`config.mk`:
```
export PLATFORM = sky130hd
export DESIGN_NAME = pr_req_capture_flat
export DESIGN_NICKNAME = d
export VERILOG_FILES = /design/src/rtl/pr_req_capture_if.sv /design/src/rtl/pr_req_capture.sv /design/src/flat_wrapper.sv
export SDC_FILE = /design/constraint.sdc
export NUM_CORES = 1
export LEC_CHECK = 0
export ABC_AREA = 1
export CAP_MARGIN = 20
export CORE_MARGIN = 3
export CORE_UTILIZATION = 42
export CTS_CLUSTER_DIAMETER = 40
export DETAILED_ROUTE_END_ITERATION = 16
export GPL_ROUTABILITY_DRIVEN = 0
export PLACE_DENSITY = 0.92
export SLEW_MARGIN = 20
export SYNTH_ARGS = -nofsm -noshare
export SYNTH_HDL_FRONTEND = slang
export SYNTH_SLANG_ARGS = --single-unit
```
`constraint.sdc`:
```
create_clock -name clk -period 2.56 [get_ports clk]
set_input_delay 0.768 -clock clk [delete_from_list [all_inputs] [get_ports clk]]
set_output_delay 0.768 -clock clk [all_outputs]
set_load 0.05 [all_outputs]
```
`src/rtl/pr_req_capture_if.sv`:
```
// rtl/pr_req_capture_if.sv - request/grant bundle between requester logic and pr_req_capture
interface pr_req_capture_if;
  logic [7:0] req;
  logic [7:0] mask;
  logic       ack;
  logic       valid;
  logic [2:0] code;
  logic [7:0] pend;

  modport master (
    output req, mask, ack,
    input  valid, code, pend
  );

  modport slave (
    input  req, mask, ack,
    output valid, code, pend
  );
endinterface

```
`src/rtl/pr_req_capture.sv`:
```
// rtl/pr_req_capture.sv - latches request lines and presents the highest eligible index until ack
// Optional macro PR_REQ_EDGE_EN: capture only rising edges of req instead of levels.
module pr_req_capture (
  input  logic               clk,
  input  logic               rst_n,
  pr_req_capture_if.slave    bus
);

  localparam logic [0:0] S_IDLE    = 1'b0;
  localparam logic [0:0] S_PRESENT = 1'b1;

  logic [0:0] r_state;
  logic [2:0] r_code;
  logic [7:0] r_pend;

  logic [7:0] w_cap;
  logic [7:0] w_clr;
  logic [7:0] w_elig;
  logic [2:0] w_win;
  logic       w_ack_hit;

`ifdef PR_REQ_EDGE_EN
  logic [7:0] r_req_d;

  always_ff @(posedge clk or negedge rst_n) begin
    if (!rst_n) begin
      r_req_d <= 8'h00;
    end else begin
      r_req_d <= bus.req;
    end
  end

  assign w_cap = bus.req & ~r_req_d;
`else
  assign w_cap = bus.req;
`endif

  assign w_ack_hit = (r_state == S_PRESENT) && bus.ack;
  assign w_clr     = w_ack_hit ? (8'h01 << r_code) : 8'h00;
  assign w_elig    = r_pend & ~bus.mask;

  // Ascending scan so the highest set index is the last one written.
  always_comb begin
    w_win = 3'd0;
    for (int i = 0; i < 8; i++) begin
      if (w_elig[i]) begin
        w_win = 3'(i);
      end
    end
  end

  // Capture is OR-ed in after the clear so a same-edge set survives the ack.
  always_ff @(posedge clk or negedge rst_n) begin
    if (!rst_n) begin
      r_pend <= 8'h00;
    end else begin
      r_pend <= (r_pend & ~w_clr) | w_cap;
    end
  end

  always_ff @(posedge clk or negedge rst_n) begin
    if (!rst_n) begin
      r_state <= S_IDLE;
      r_code  <= 3'd0;
    end else begin
      case (r_state)
        S_IDLE: begin
          if (w_elig != 8'h00) begin
            r_code  <= w_win;
            r_state <= S_PRESENT;
          end
        end
        S_PRESENT: begin
          if (bus.ack) begin
            r_state <= S_IDLE;
          end
        end
        default: r_state <= S_IDLE;
      endcase
    end
  end

  assign bus.valid = (r_state == S_PRESENT);
  assign bus.code  = r_code;
  assign bus.pend  = r_pend;

endmodule

```
`src/flat_wrapper.sv`:
```
// flat-port wrapper written by rule: the top's interface ports become plain ports
module pr_req_capture_flat 
  (clk, rst_n, bus_req, bus_mask, bus_ack, bus_valid, bus_code, bus_pend);
  pr_req_capture_if bus_i ();
  input  logic clk;
  input  logic rst_n;
  input wire logic [$bits(bus_i.req)-1:0] bus_req;
  input wire logic [$bits(bus_i.mask)-1:0] bus_mask;
  input wire logic [$bits(bus_i.ack)-1:0] bus_ack;
  output wire logic [$bits(bus_i.valid)-1:0] bus_valid;
  output wire logic [$bits(bus_i.code)-1:0] bus_code;
  output wire logic [$bits(bus_i.pend)-1:0] bus_pend;
  assign bus_i.req = bus_req;
  assign bus_i.mask = bus_mask;
  assign bus_i.ack = bus_ack;
  assign bus_valid = bus_i.valid;
  assign bus_code = bus_i.code;
  assign bus_pend = bus_i.pend;
  pr_req_capture u_core (.clk(clk), .rst_n(rst_n), .bus(bus_i));
endmodule
```
# After elaboration in Yosys (flattened, before gate mapping)
# Cells that the tools add are included.
# classes
shifts	1
mux	11
bitwise_logic	6
reduce_logical	3
# op_table
operator	n
$mux W3	6
$and A8 B8 Y8	2
$not A8 Y8	2
$mux W8	1
$or A8 B8 Y8	1
$reduce_bool A8 Y1	1
$shl A1 B3 Y8 const A	1
$mux W1	3
$pmux W1 S2	1
$reduce_and A2 Y1	1
$logic_and A1 B1 Y1	1
$not A1 Y1	1
# totals
register_bits	12
output_inout_bits	12

# Longest topological paths before layout
# Gate-level depths: netlist (run 1).
# depth
depth_word	9
mapped_depth	10
mapped_depth_nobuf	10

# Worst setup path after synthesis (run 1)
# OpenSTA, ideal clock, no wires.
# synth_path
path_kind	register -> output
from	register u_core.r_code[0], in the netlist u_core.bus.code[0]
to	output bus_code[0]
t_arrival_ns	0.643
required_time_ns	1.792
path_slack_ns	1.149
stages_incl_launch_ff	1
cell_sequence	dfrtp_1
# synth_rtl
element	line_no	source
start: declaration	pr_req_capture.sv:13	logic [2:0] r_code;
start signal: assignment	pr_req_capture.sv:69	r_code <= w_win;
end: declaration	flat_wrapper.sv:11	output wire logic [$bits(bus_i.code)-1:0] bus_code;
# No word-level cell between the ends.

# Final worst setup path (run 1)
# layout_path
from	register u_core.r_code[1], in the netlist u_core.bus.code[1]
to	output bus_code[1]
# No word-level cell between the ends.

==> flow_summary.ini, run 1 <==
[power_and_ir_drop]
p_total_uw = 910
leakage_nw = 0.497
power_density_nw_per_um2 = 914
ir_drop_uv = 441

[die]
core_area_um2 = 1370
die_h_um = 45.1
dieArea_um2 = 2030
die_w_um = 45.1
rows = 13
start_util_pct = 46.9
top_level_ports = 31

[sta]
final.min_clock_period_ns = 2.29
fmax_ghz = 0.437
post-route-period-util_pct = 89.3
setup_viol_count_final = 0
relSlewSlack_pct = 64.1
hold_slack_ns = 0.535
rsz0062_at_grt = false
worst_pin_slew_ns = 0.536
hold_viol_final = 0
tns_ns = 0
drv_slew = 0
skew_ns = 0.00146

[clocking]
cts_buffers = 3
cts_hold_buffers = 0
post_cts_buffers = 0
clockBufferDepth = 2
clk-insertion-delay-late_ns = 0.27
clkTransAtPathRegs_ns = 0.08
cts_root_buffer = clkbuf_4
clock-sinks = 12
htreeDepth = 1
cts_tree = yes
cts-resized-gates = 0

[grt]
grt_pass1_wl_um = 2400
grtUsageTotal_pct = 16.4
grt_max_degree = 13
first_global_vias = 597
grt-ovfl-total = 0
antenna_found_initial = 0

[synth]
synth_area_um2 = 641
ys_top_cells_by_area = dfrtp_1 47%, nand2_1 16%, inv_1 9.4%
yosysMostFrequentCell = nand2_1
synthFlopType = dfrtp_1
synth_common_cells = 28 x nand2_1, 16 x inv_1, 12 x dfrtp_1, 8 x nand2_2, 6 x o21ai_0
synth.net_count = 104
ys_warn_count = 0
syn_area_per_cell_um2 = 7.54
synth.distinct_cells = 15
synth_seq_cells = 12
synth_edf_count = 0
synth_cells = 85
yosysTopAreaCell = dfrtp_1
synthArstFlopShare_pct = 100
seq_area_frac_synth_pct = 46.9
synth_top_area_share_pct = 46.9

[routing]
vias = 623
wl_per_cell_um = 11.1
drt_iter0_drc = 6
wl_um = 1490
firstDrtPassIters = 4
viasPerCell = 4.65
route.detailed.drc = 0
postRouteAntennaNets = 0

[setup_path]
cp_num_buf_inv = 1
critPathMaxStageDelay_ns = 0.84
cp-startpoint = u_core.bus.code[1]$_DFFE_PN0P_
path_cells = clkdlybuf4s50_1
crit_cells = 1
r2r-end = u_core.bus.code[0]$_DFFE_PN0P_
critPathTopFamily = buffers and inverters
ff2ff_setup_slack_ns = 1.49
cp_max_fo = 5
cp-endpoint = bus_code[1]
path_class = flop to output pin
r2r-start = u_core.bus.pend[3]$_DFF_PN0_
critPathLaunchType = flop
crit_required_ns = 1.79
reg2reg_depth = 6
cp-end-kind = output pin
critical_path.slowest_cell = clkdlybuf4s50_1
crit_arrival_ns = 1.52

[min_path]
hold_class = flop to flop
hold_path_depth = 2

[run]
maxCapViolCount = 0

[placed_design]
dpl.cell_count = 130
place_hpwl_um = 1240
port_buffers = 30

[final_layout]
num-nets-final = 139
final_cells = 134
diodes = 0
fin_util_pct = 72.9
layout-drive-gt1-share_pct = 14.3
area_delta_synth_final_pct = 55.5

[outcome]
status = finished, final reports clean
stage by stage:
| stage | worst slack, ns | instance area (um2) |
|---|---|---|
| after floorplan | 1.15 | 641 |
| after global placement | 0.606 | 960 |
| after global routing | 0.230 | 996 |
| after detailed placement | 0.577 | 960 |
| after CTS | 0.278 | 996 |
| final | 0.274 | 996 |
power by group:
| part | leakage, nW | total (mW) | internal [mW] | switching (mW) |
|---|---|---|---|---|
| Sequential | 0.116 | 0.282 | 0.236 | 0.0456 |
| Clock | 0.0210 | 0.153 | 0.0864 | 0.0669 |
| Combinational | 0.360 | 0.475 | 0.163 | 0.312 |
final cells by class:
class	instances	area [um2]
fillers	102	370
flip-flops and latches	12	300
repair buffers	30	300
multi-input cells	56	277
inverters	17	63.8
clock buffers	4	36.3
well taps	15	18.8
routing by layer:
layer | wire [um] | share of wire, % | GRT usage, % | vias to the layer above
li1 | - | - | - | 324
met1 | 598 | 40 | 18.0 | 276
met2 | 759 | 51 | 29.1 | 19
met3 | 100 | 6.7 | 3.59 | 4
met4 | 31 | 2.1 | 8.77 | 0
met5 | 0 | 0 | 0 | -
layout by cell type (no fill, tap or decap):
cell / Yosys / routed
dfrtp_1: 12 / 12
nand2_2: 8 / 8
clkdlybuf4s50_1: 0 / 30
inv_1: 16 / 16
o21ai_1: 2 / 2
nand3b_1: 1 / 1
o21ai_2: 1 / 1
a31o_1: 1 / 1
clkbuf_4: 0 / 3
o21ai_0: 6 / 6
o22ai_2: 1 / 1
nor2_2: 2 / 2
o21bai_1: 2 / 2
clkbuf_8: 0 / 1
inv_2: 1 / 1
nand3_1: 1 / 1
nand2_1: 28 / 28
nor2_1: 3 / 3
cell families (layout without fill, tap and decap cells):
logic type	after synthesis	count (layout)	share of synthesized area, %
AO/OA/AOI/OAI	13	13	13.3
buffers and inverters	17	51	9.96
flip-flops	12	12	46.9
AND/OR/NAND/NOR	43	43	29.9
worst min-delay path by stage:
| stage | to | slack [ns] | from |
|---|---|---|---|
| after global routing | u_core.bus.pend[6]$_DFF_PN0_ | 0.58 | u_core.bus.pend[6]$_DFF_PN0_ |
| final | u_core.bus.code[2]$_DFFE_PN0P_ | 0.53 | u_core.bus.code[2]$_DFFE_PN0P_ |
| after floorplan | u_core.bus.code[0]$_DFFE_PN0P_ | 0.47 | rst_n |
| after CTS | u_core.bus.code[2]$_DFFE_PN0P_ | 0.53 | u_core.bus.code[2]$_DFFE_PN0P_ |
| after detailed placement | u_core.bus.code[2]$_DFFE_PN0P_ | 0.51 | u_core.bus.code[2]$_DFFE_PN0P_ |
| after global placement | u_core.bus.code[2]$_DFFE_PN0P_ | 0.51 | u_core.bus.code[2]$_DFFE_PN0P_ |
flip-flops by register name, summed over array words and instances (netlist names):
name	cells
u_core.bus.pend	8
u_core.bus.code	3
u_core.bus.valid	1
Power figures use the tool's default switching activity.
==> run 2, diff against run 1 <==
--- a/config.mk
+++ b/config.mk
@@ -7,7 +7,7 @@
 export LEC_CHECK = 0
 export ABC_AREA = 1
 export CAP_MARGIN = 20
-export CORE_MARGIN = 3
+export CORE_MARGIN = 2
 export CORE_UTILIZATION = 42
 export CTS_CLUSTER_DIAMETER = 40
 export DETAILED_ROUTE_END_ITERATION = 16
==> run 2 against run 1 <==
  * Worst setup slack better by 0.0043 ns
  * Total power down 3.4%
  * Register-to-register slack about the same
  * Critical path type unchanged
  * Cell area down 1.3%
  * Largest cell class unchanged
  * Clock skew up 0.0050 ns
  * Via count up 2.9%
  * Sequential power about the same
==> flow_summary.ini, run 2 (same netlist as run 1, synthesis figures left out) <==
[outcome]
status = finished, final reports clean

[grt]
first_global_vias = 641
grt-ovfl-total = 0
antenna_found_initial = 0
grtUsageTotal_pct = 19.0
grt_max_degree = 13
grt_pass1_wl_um = 2540

[clocking]
htreeDepth = 1
clkTransAtPathRegs_ns = 0.08
clockBufferDepth = 2
cts_buffers = 3
cts_tree = yes
cts_root_buffer = clkbuf_4
clk-insertion-delay-late_ns = 0.28
clock-sinks = 12
post_cts_buffers = 0
cts_hold_buffers = 0
cts-resized-gates = 0

[setup_path]
path_class = flop to output pin
critPathMaxStageDelay_ns = 0.84
crit_required_ns = 1.79
cp-end-kind = output pin
crit_arrival_ns = 1.51
r2r-start = u_core.bus.pend[3]$_DFF_PN0_
cp_num_buf_inv = 1
critPathTopFamily = buffers and inverters
path_cells = clkdlybuf4s50_1
critical_path.slowest_cell = clkdlybuf4s50_1
cp_max_fo = 3
cp-startpoint = u_core.bus.pend[4]$_DFF_PN0_
critPathLaunchType = flop

[die]
dieArea_um2 = 1850
start_util_pct = 43.5
die_h_um = 43.1
top_level_ports = 31
core_area_um2 = 1470
die_w_um = 43.1
rows = 14

[power_and_ir_drop]
p_total_uw = 879
power_density_nw_per_um2 = 894
leakage_nw = 0.489
ir_drop_uv = 634

[sta]
setup_viol_count_final = 0
tns_ns = 0
relSlewSlack_pct = 63.5
worst_pin_slew_ns = 0.545
drv_slew = 0
fmax_ghz = 0.438
post-route-period-util_pct = 89.1
skew_ns = 0.00644
rsz0062_at_grt = false
hold_viol_final = 0
final.min_clock_period_ns = 2.28

[final_layout]
fin_util_pct = 66.8
final_cell_mix = 30 x clkdlybuf4s50_1, 28 x nand2_1, 16 x inv_1
final_cells = 134
diodes = 0
area_delta_synth_final_pct = 53.5
num-nets-final = 139
nFillCells = 139
final_area_um2 = 983
largest_reg_flops = 8
layout-drive-gt1-share_pct = 13.6
layout_commonest_cell = clkdlybuf4s50_1

[routing]
vias = 641
postRouteAntennaNets = 0
wl_per_cell_um = 11.5
firstDrtPassIters = 4
drt_iter0_drc = 8
route.detailed.drc = 0
viasPerCell = 4.78
wl_um = 1550

[placed_design]
placed_area_um2 = 961
port_buffers = 30
place_hpwl_um = 1260
dpl.cell_count = 131

[min_path]
hold_start = u_core.bus.code[2]$_DFFE_PN0P_
hold_class = flop to flop

[run]
maxCapViolCount = 0
==> run 2: cell type report <==
| class | instances | area [um2] | share of cell area (%) |
|---|---|---|---|
| sequential | 12 | 300 | 30.5 |
| timing repair buffer | 30 | 300 | 30.5 |
| multi-input combinational | 56 | 277 | 28.1 |
| inverter | 17 | 63.8 | 6.49 |
| clock buffer | 3 | 22.5 | 2.29 |
| tap | 16 | 20.0 | 2.04 |
==> run 2: power by group <==
| group | internal (mW) | switching, mW | leakage, nW |
|---|---|---|---|
| combinational | 0.163 | 0.314 | 0.360 |
| clock | 0.0546 | 0.0652 | 0.0138 |
| sequential | 0.237 | 0.0455 | 0.116 |
| total | 0.454 | 0.425 | 0.489 |
==> run 2: worst register-to-register path, delay by kind of cell, from the launching register on <==
family           cells  cell delay, ns
AND/OR/NAND/NOR      5            0.38
AO/OA/AOI/OAI        1            0.17
flip-flops           1            0.41
==> run 2: layer usage <==
metal / global-route usage (%) / vias up / wire length [um]
li1: - / 322 / -
met1: 20.5 / 285 / 652
met2: 33.0 / 30 / 720
met3: 3.83 / 4 / 133
met4: 12.7 / 0 / 39
met5: 0 / - / 0
==> run 2: worst paths after layout <==
check | cells after the start | endpoint | slack [ns]
worst max-delay path | 1 | bus_pend[4] | 0.28
worst min register to register | 2 | u_core.bus.code[2]$_DFFE_PN0P_ | 0.53
max in group asynchronous | 1 | u_core.bus.pend[7]$_DFF_PN0_ | 1.36
min in group asynchronous | 1 | u_core.bus.pend[5]$_DFF_PN0_ | 0.84
worst max register to register | 6 | u_core.bus.code[0]$_DFFE_PN0P_ | 1.50
worst min-delay path | 2 | u_core.bus.code[2]$_DFFE_PN0P_ | 0.53
==> run 2: through the flow <==
step,hold slack (ns),worst slack (ns)
2_1_floorplan,0.472,1.15
3_3_place_gp,0.501,0.599
3_5_place_dp,0.509,0.579
4_1_cts,0.527,0.279
5_1_grt,0.574,0.255
6_report,0.526,0.278
==> run 3, diff against run 2 <==
--- a/config.mk
+++ b/config.mk
@@ -5,14 +5,14 @@
 export SDC_FILE = /design/constraint.sdc
 export NUM_CORES = 1
 export LEC_CHECK = 0
-export ABC_AREA = 1
 export CAP_MARGIN = 20
 export CORE_MARGIN = 2
-export CORE_UTILIZATION = 42
+export CORE_UTILIZATION = 41
 export CTS_CLUSTER_DIAMETER = 40
 export DETAILED_ROUTE_END_ITERATION = 16
 export GPL_ROUTABILITY_DRIVEN = 0
-export PLACE_DENSITY = 0.92
+export PLACE_DENSITY = 0.9
+export SKIP_CTS_REPAIR_TIMING = 1
 export SLEW_MARGIN = 20
 export SYNTH_ARGS = -nofsm -noshare
 export SYNTH_HDL_FRONTEND = slang
==> run 3 against run 2 <==
  * Synthesized cell count decreased by 32%
  * Via count is 16% lower
  * Total power shrank 0.33%
  * Cell count decreased by 19%
  * Global-route usage rose by 0.13 points
  * Critical path depth did not move
  * Clock-buffer cell count rose by 1
  * Clock skew decreased by 0.0037 ns
  * Routed wire length fell by 8.0%
  * Critical path type unchanged
  * Largest cell class is now multi-input gates
==> flow_summary.ini, run 3 <==
[sta]
final.min_clock_period_ns = 2.36
relSlewSlack_pct = 63.6
drv_slew = 0
skew_ns = 0.00276
worst_pin_slew_ns = 0.545
setup_viol_count_final = 0
setup_slack_ns = 0.198
hold_viol_final = 0
tns_ns = 0
fmax_ghz = 0.423
rsz0062_at_grt = false
post-route-period-util_pct = 92.3
hold_slack_ns = 0.530

[min_path]
hold_start = u_core.bus.pend[4]$_DFF_PN0_
hold_path_depth = 2
hold_class = flop to flop

[routing]
drt_iter0_drc = 5
route.detailed.drc = 0
viasPerCell = 5.01
wl_per_cell_um = 13.2
route.met3.wl_um = 98
postRouteAntennaNets = 0
wl_met2_um = 717
route.top_layer_used = met4
firstDrtPassIters = 4
wl_um = 1420
vias = 541
wl_met1_um = 598

[setup_path]
cp_num_buf_inv = 1
cp-startpoint = u_core.bus.code[0]$_DFFE_PN0P_
critPathLaunchType = flop
ff2ff_setup_slack_ns = 1.09
crit_required_ns = 1.79
critPathMaxStageDelay_ns = 0.85
r2r-end = u_core.bus.code[1]$_DFFE_PN0P_
path_class = flop to output pin
crit_cells = 1
r2r-start = u_core.bus.pend[2]$_DFF_PN0_
reg2reg_depth = 4
crit_arrival_ns = 1.59
cp-endpoint = bus_code[0]
cp-end-kind = output pin
cp_max_fo = 7
critical_path.slowest_cell = clkdlybuf4s50_1
path_cells = clkdlybuf4s50_1
critPathTopFamily = buffers and inverters

[die]
die_w_um = 43.1
dieArea_um2 = 1860
die_h_um = 43.1
core_area_um2 = 1470
rows = 14
top_level_ports = 31
start_util_pct = 42.6

[final_layout]
layout_commonest_cell = clkdlybuf4s50_1
layout-drive-gt1-share_pct = 10.9
num-nets-final = 112
final_cell_mix = 30 x clkdlybuf4s50_1, 12 x dfrtp_1, 11 x nand2b_1
largest_reg_flops = 8
diodes = 0
area_delta_synth_final_pct = 56.9

[grt]
antenna_found_initial = 0
grt_max_degree = 13
first_global_vias = 624
grtUsageTotal_pct = 19.1
grt-ovfl-total = 0
grt_pass1_wl_um = 2640

[synth]
yosysTopAreaCell = dfrtp_1
yosysMostFrequentCell = dfrtp_1
syn_area_per_cell_um2 = 10.8
synthArstFlopShare_pct = 100
synth-xor-area-share_pct = 0
synth_seq_cells = 12
synth_cells = 58
synthAdderAreaFrac_pct = 0
synth_mux_area_share_pct = 3.59
synth_compound_area_share_pct = 20.0
synth.distinct_cells = 18
synth.net_count = 77
synth_top_area_share_pct = 47.9
synth_top_family_by_area = simple AND/OR/NAND/NOR gates
synthFlopType = dfrtp_1
yosys.area_share.simple_pct = 27.3
ys_top_cells_by_area = dfrtp_1 48%, nand2b_1 11%, o21ai_0 6.4%
ys_warn_count = 0
synth_common_cells = 12 x dfrtp_1, 11 x nand2b_1, 8 x o21ai_0, 5 x nor2b_1, 4 x o31ai_1
seq_area_frac_synth_pct = 47.9
synth_edf_count = 0
synth_area_um2 = 627

[placed_design]
pre_cts_ws_ns = 0.264
port_buffers = 30
place_hpwl_um = 1100

[clocking]
cts_root_buffer = clkbuf_4
cts_buffers = 3
cts_tree = yes
clock-sinks = 12
htreeDepth = 1
clk-insertion-delay-late_ns = 0.27
clkTransAtPathRegs_ns = 0.08
clockBufferDepth = 2

[run]
maxCapViolCount = 0

[power_and_ir_drop]
leakage_nw = 0.375
ir_drop_uv = 490
power_density_nw_per_um2 = 891

[outcome]
status = finished, final reports clean
run 3: worst min path at each step:
stage                                endpoint
6_report         u_core.bus.pend[4]$_DFF_PN0_
5_1_grt          u_core.bus.pend[5]$_DFF_PN0_
4_1_cts          u_core.bus.pend[4]$_DFF_PN0_
3_5_place_dp     u_core.bus.pend[4]$_DFF_PN0_
3_3_place_gp     u_core.bus.pend[4]$_DFF_PN0_
2_1_floorplan  u_core.bus.code[0]$_DFFE_PN0P_
run 3: layout make-up:
| cell class | count | area (um2) |
|---|---|---|
| Clock buffer | 4 | 36.3 |
| Fill cell | 123 | 488 |
| Inverter | 2 | 7.51 |
| Multi-Input combinational cell | 44 | 319 |
| Sequential cell | 12 | 300 |
| Tap cell | 16 | 20.0 |
| Timing Repair Buffer | 30 | 300 |
run 3: metal layers:
layer	vias to the layer above	GRT usage (%)
met5	-	0
met4	0	10.3
met3	2	3.40
met2	21	31.6
met1	249	23.3
li1	269	-
run 3: stage by stage:
step / util, % / area (um2) / cells / power (mW)
5_1_grt: 66.8 / 983 / 108 / 0.929
4_1_cts: 66.8 / 983 / 108 / 0.882
3_5_place_dp: 64.4 / 947 / 104 / 0.726
2_1_floorplan: - / 627 / 58 / 0.566
3_3_place_gp: 64.4 / 947 / 104 / 0.720
6_report: 66.8 / 983 / 108 / 0.876
run 3: cell families after synthesis:
family	after synthesis
compound gates	17
buf+inv	2
flops	12
mux	2
simple gates	25
run 3: power by group:
part,internal (mW),switching [mW],total [mW]
clock,0.0864,0.0670,0.153
combinational,0.168,0.259,0.426
sequential,0.235,0.0616,0.297
==> RTL edit, RTL diff (flow settings as in run 1) <==
The option `PR_REQ_EDGE_EN` is turned on by a define.
--- a/src/rtl/pr_req_capture.sv
+++ b/src/rtl/pr_req_capture.sv
@@ -2,2 +2,4 @@
 // Optional macro PR_REQ_EDGE_EN: capture only rising edges of req instead of levels.
+`define PR_REQ_EDGE_EN
+
 module pr_req_capture (
Behaviour: not the same (a bounded check fails within 4 cycles, from zero or initial values and one cycle with rst_n low).
==> RTL edit against run 1 <==
Fmax down 1.9%. Total power rose by 50%. Count of clock-buffer cells in the layout stayed put. Sequential cell count up 8. Setup slack got worse by 0.043 ns. Synthesized cell count rose by 8.2%. Synthesized area up 30%. Routed wire length grew 19%. Design area grew 21%. Largest cell class unchanged. Largest power group unchanged.
==> RTL edit: results (changes against run 1) <==
* Status: completed (unchanged)
* Metal2 WL at 903 um (was 759 um)
* Setup crit end: bus_valid (was bus_code[1])
* Netlist cell types at 13 (was 15)
* Reg power frac at 35.2% (was 31.0%)
* Metal3 WL at 86 um (was 100 um)
* WL/cell at 11.7 um (was 11.1 um)
* Worst Tran Pin Value at 0.513 ns (was 0.536 ns)
* RR Endpoint: u_core.bus.code[2]$_DFFE_PN0P_ (was u_core.bus.code[0]$_DFFE_PN0P_)
* Critical hold path startpoint: u_core.r_req_d[0]$_DFF_PN0_ (was u_core.bus.code[2]$_DFFE_PN0P_)
* Layout cells sized above 1 at 11.8% (was 14.3%)
* Net Sw Power at 0.000641 W (was 0.000424 W)
* Comb. pwr at 0.000704 W (was 0.000475 W)
* Most used DFF post-synth: dfrtp_1 (unchanged)
* Peak supply drop at 653 uV (was 441 uV)
* Post-DP HPWL at 1440 um (was 1240 um)
* Filler Cells Inserted at 167 (was 102)
* Vias per cell at 4.71 (was 4.65)
* Number of post-CTS setup repair buffers at 0 (unchanged)
* Syn Nets at 111 (was 104)
* Layout net count at 147 (was 139)
* Pin count of the biggest net entering global routing at 21 (was 13)
* Global-route wire length before repair at 3020 um (was 2400 um)
* Clk_lat worst skew at 0.29 ns (was 0.27 ns)
* Hold Crit Depth at 1 (was 2)
* DR iter-0 viols at 16 (was 6)
* Ranking of synthesized cells by area: dfrtp_1 60%, o21ai_0 11%, inv_1 8.6% (was dfrtp_1 47%, nand2_1 16%, inv_1 9.4%)
* Cell leakage power at 0.580 nW (was 0.497 nW)
* Clock skew at 0.00248 ns (was 0.00146 ns)
* Vias in the first global route at 731 (was 597)
* Reg clk slew, reported paths at 0.11 ns (was 0.08 ns)
* R2R depth at 7 (was 6)
* R2r setup slk at 1.43 ns (was 1.49 ns)
* Routed met1 length at 760 um (was 598 um)
* Via count at 716 (was 623)
* WP data arrival at 1.56 ns (was 1.52 ns)
* Sequential area share after synthesis at 60.2% (was 46.9%)
* Syn Inst Count at 92 (was 85)
* Total global-route track usage at 15.8% (was 16.4%)
* Reg-to-Reg Start: u_core.bus.pend[1]$_DFF_PN0_ (was u_core.bus.pend[3]$_DFF_PN0_)
* Most instantiated cells after synthesis: 20 x dfrtp_1, 19 x inv_1, 19 x nand2_1 (was 28 x nand2_1, 16 x inv_1, 12 x dfrtp_1)
* CTS Buf Count at 3 (unchanged)
* Worst Hold Endpoint: u_core.bus.pend[0]$_DFF_PN0_ (was u_core.bus.code[2]$_DFFE_PN0P_)
* Crit path from: u_core.bus.valid$_DFF_PN0_ (was u_core.bus.code[1]$_DFFE_PN0P_)
* Antenna cells at 0 (unchanged)
==> RTL edit: cell types whose count changed after synthesis, sizes merged <==
cell    before  now
a31o         1    0
nand2       36   26
a21oi        0    1
o21bai       2    0
o22ai        1    0
a31oi        0    1
o21ai        9   19
dfrtp       12   20
nor2         5    3
inv         17   19
nor3         0    1
==> RTL edit: cell type report <==
| cell class | count | area [um2] | area share, % |
|---|---|---|---|
| Sequential cell | 20 | 500 | 41.5 |
| Timing Repair Buffer | 31 | 308 | 25.5 |
| Multi-Input combinational cell | 53 | 260 | 21.6 |
| Inverter | 19 | 71.3 | 5.91 |
| Clock buffer | 4 | 36.3 | 3.01 |
| Tap cell | 25 | 31.3 | 2.59 |
==> RTL edit: metrics by stage <==
stage / hold slack [ns] / instance area (um2) / total power, W / setup WS, ns
2_1_floorplan: 0.400 / 832 / 0.000930 / 1.15
3_3_place_gp: 0.403 / 1170 / 0.00118 / 0.594
3_5_place_dp: 0.413 / 1170 / 0.00119 / 0.563
4_1_cts: 0.428 / 1210 / 0.00137 / 0.219
5_1_grt: 0.438 / 1210 / 0.00145 / 0.180
6_report: 0.424 / 1210 / 0.00136 / 0.230
==> RTL edit: cells by family (layout without fill, tap and decap cells) <==
family | Yosys count | count (layout) | share of synthesized area [%]
and+or+nand+nor | 32 | 32 | 18.5
AOI/OAI and AO/OA | 21 | 21 | 12.8
DFF | 20 | 20 | 60.2
buffers and inverters | 19 | 54 | 8.57
==> RTL edit: metal layers <==
| metal | global-route usage [%] | vias to the layer above |
|---|---|---|
| met5 | 0 | - |
| met4 | 6.73 | 0 |
| met3 | 2.67 | 4 |
| met2 | 27.0 | 22 |
| met1 | 19.5 | 336 |
| li1 | - | 354 |
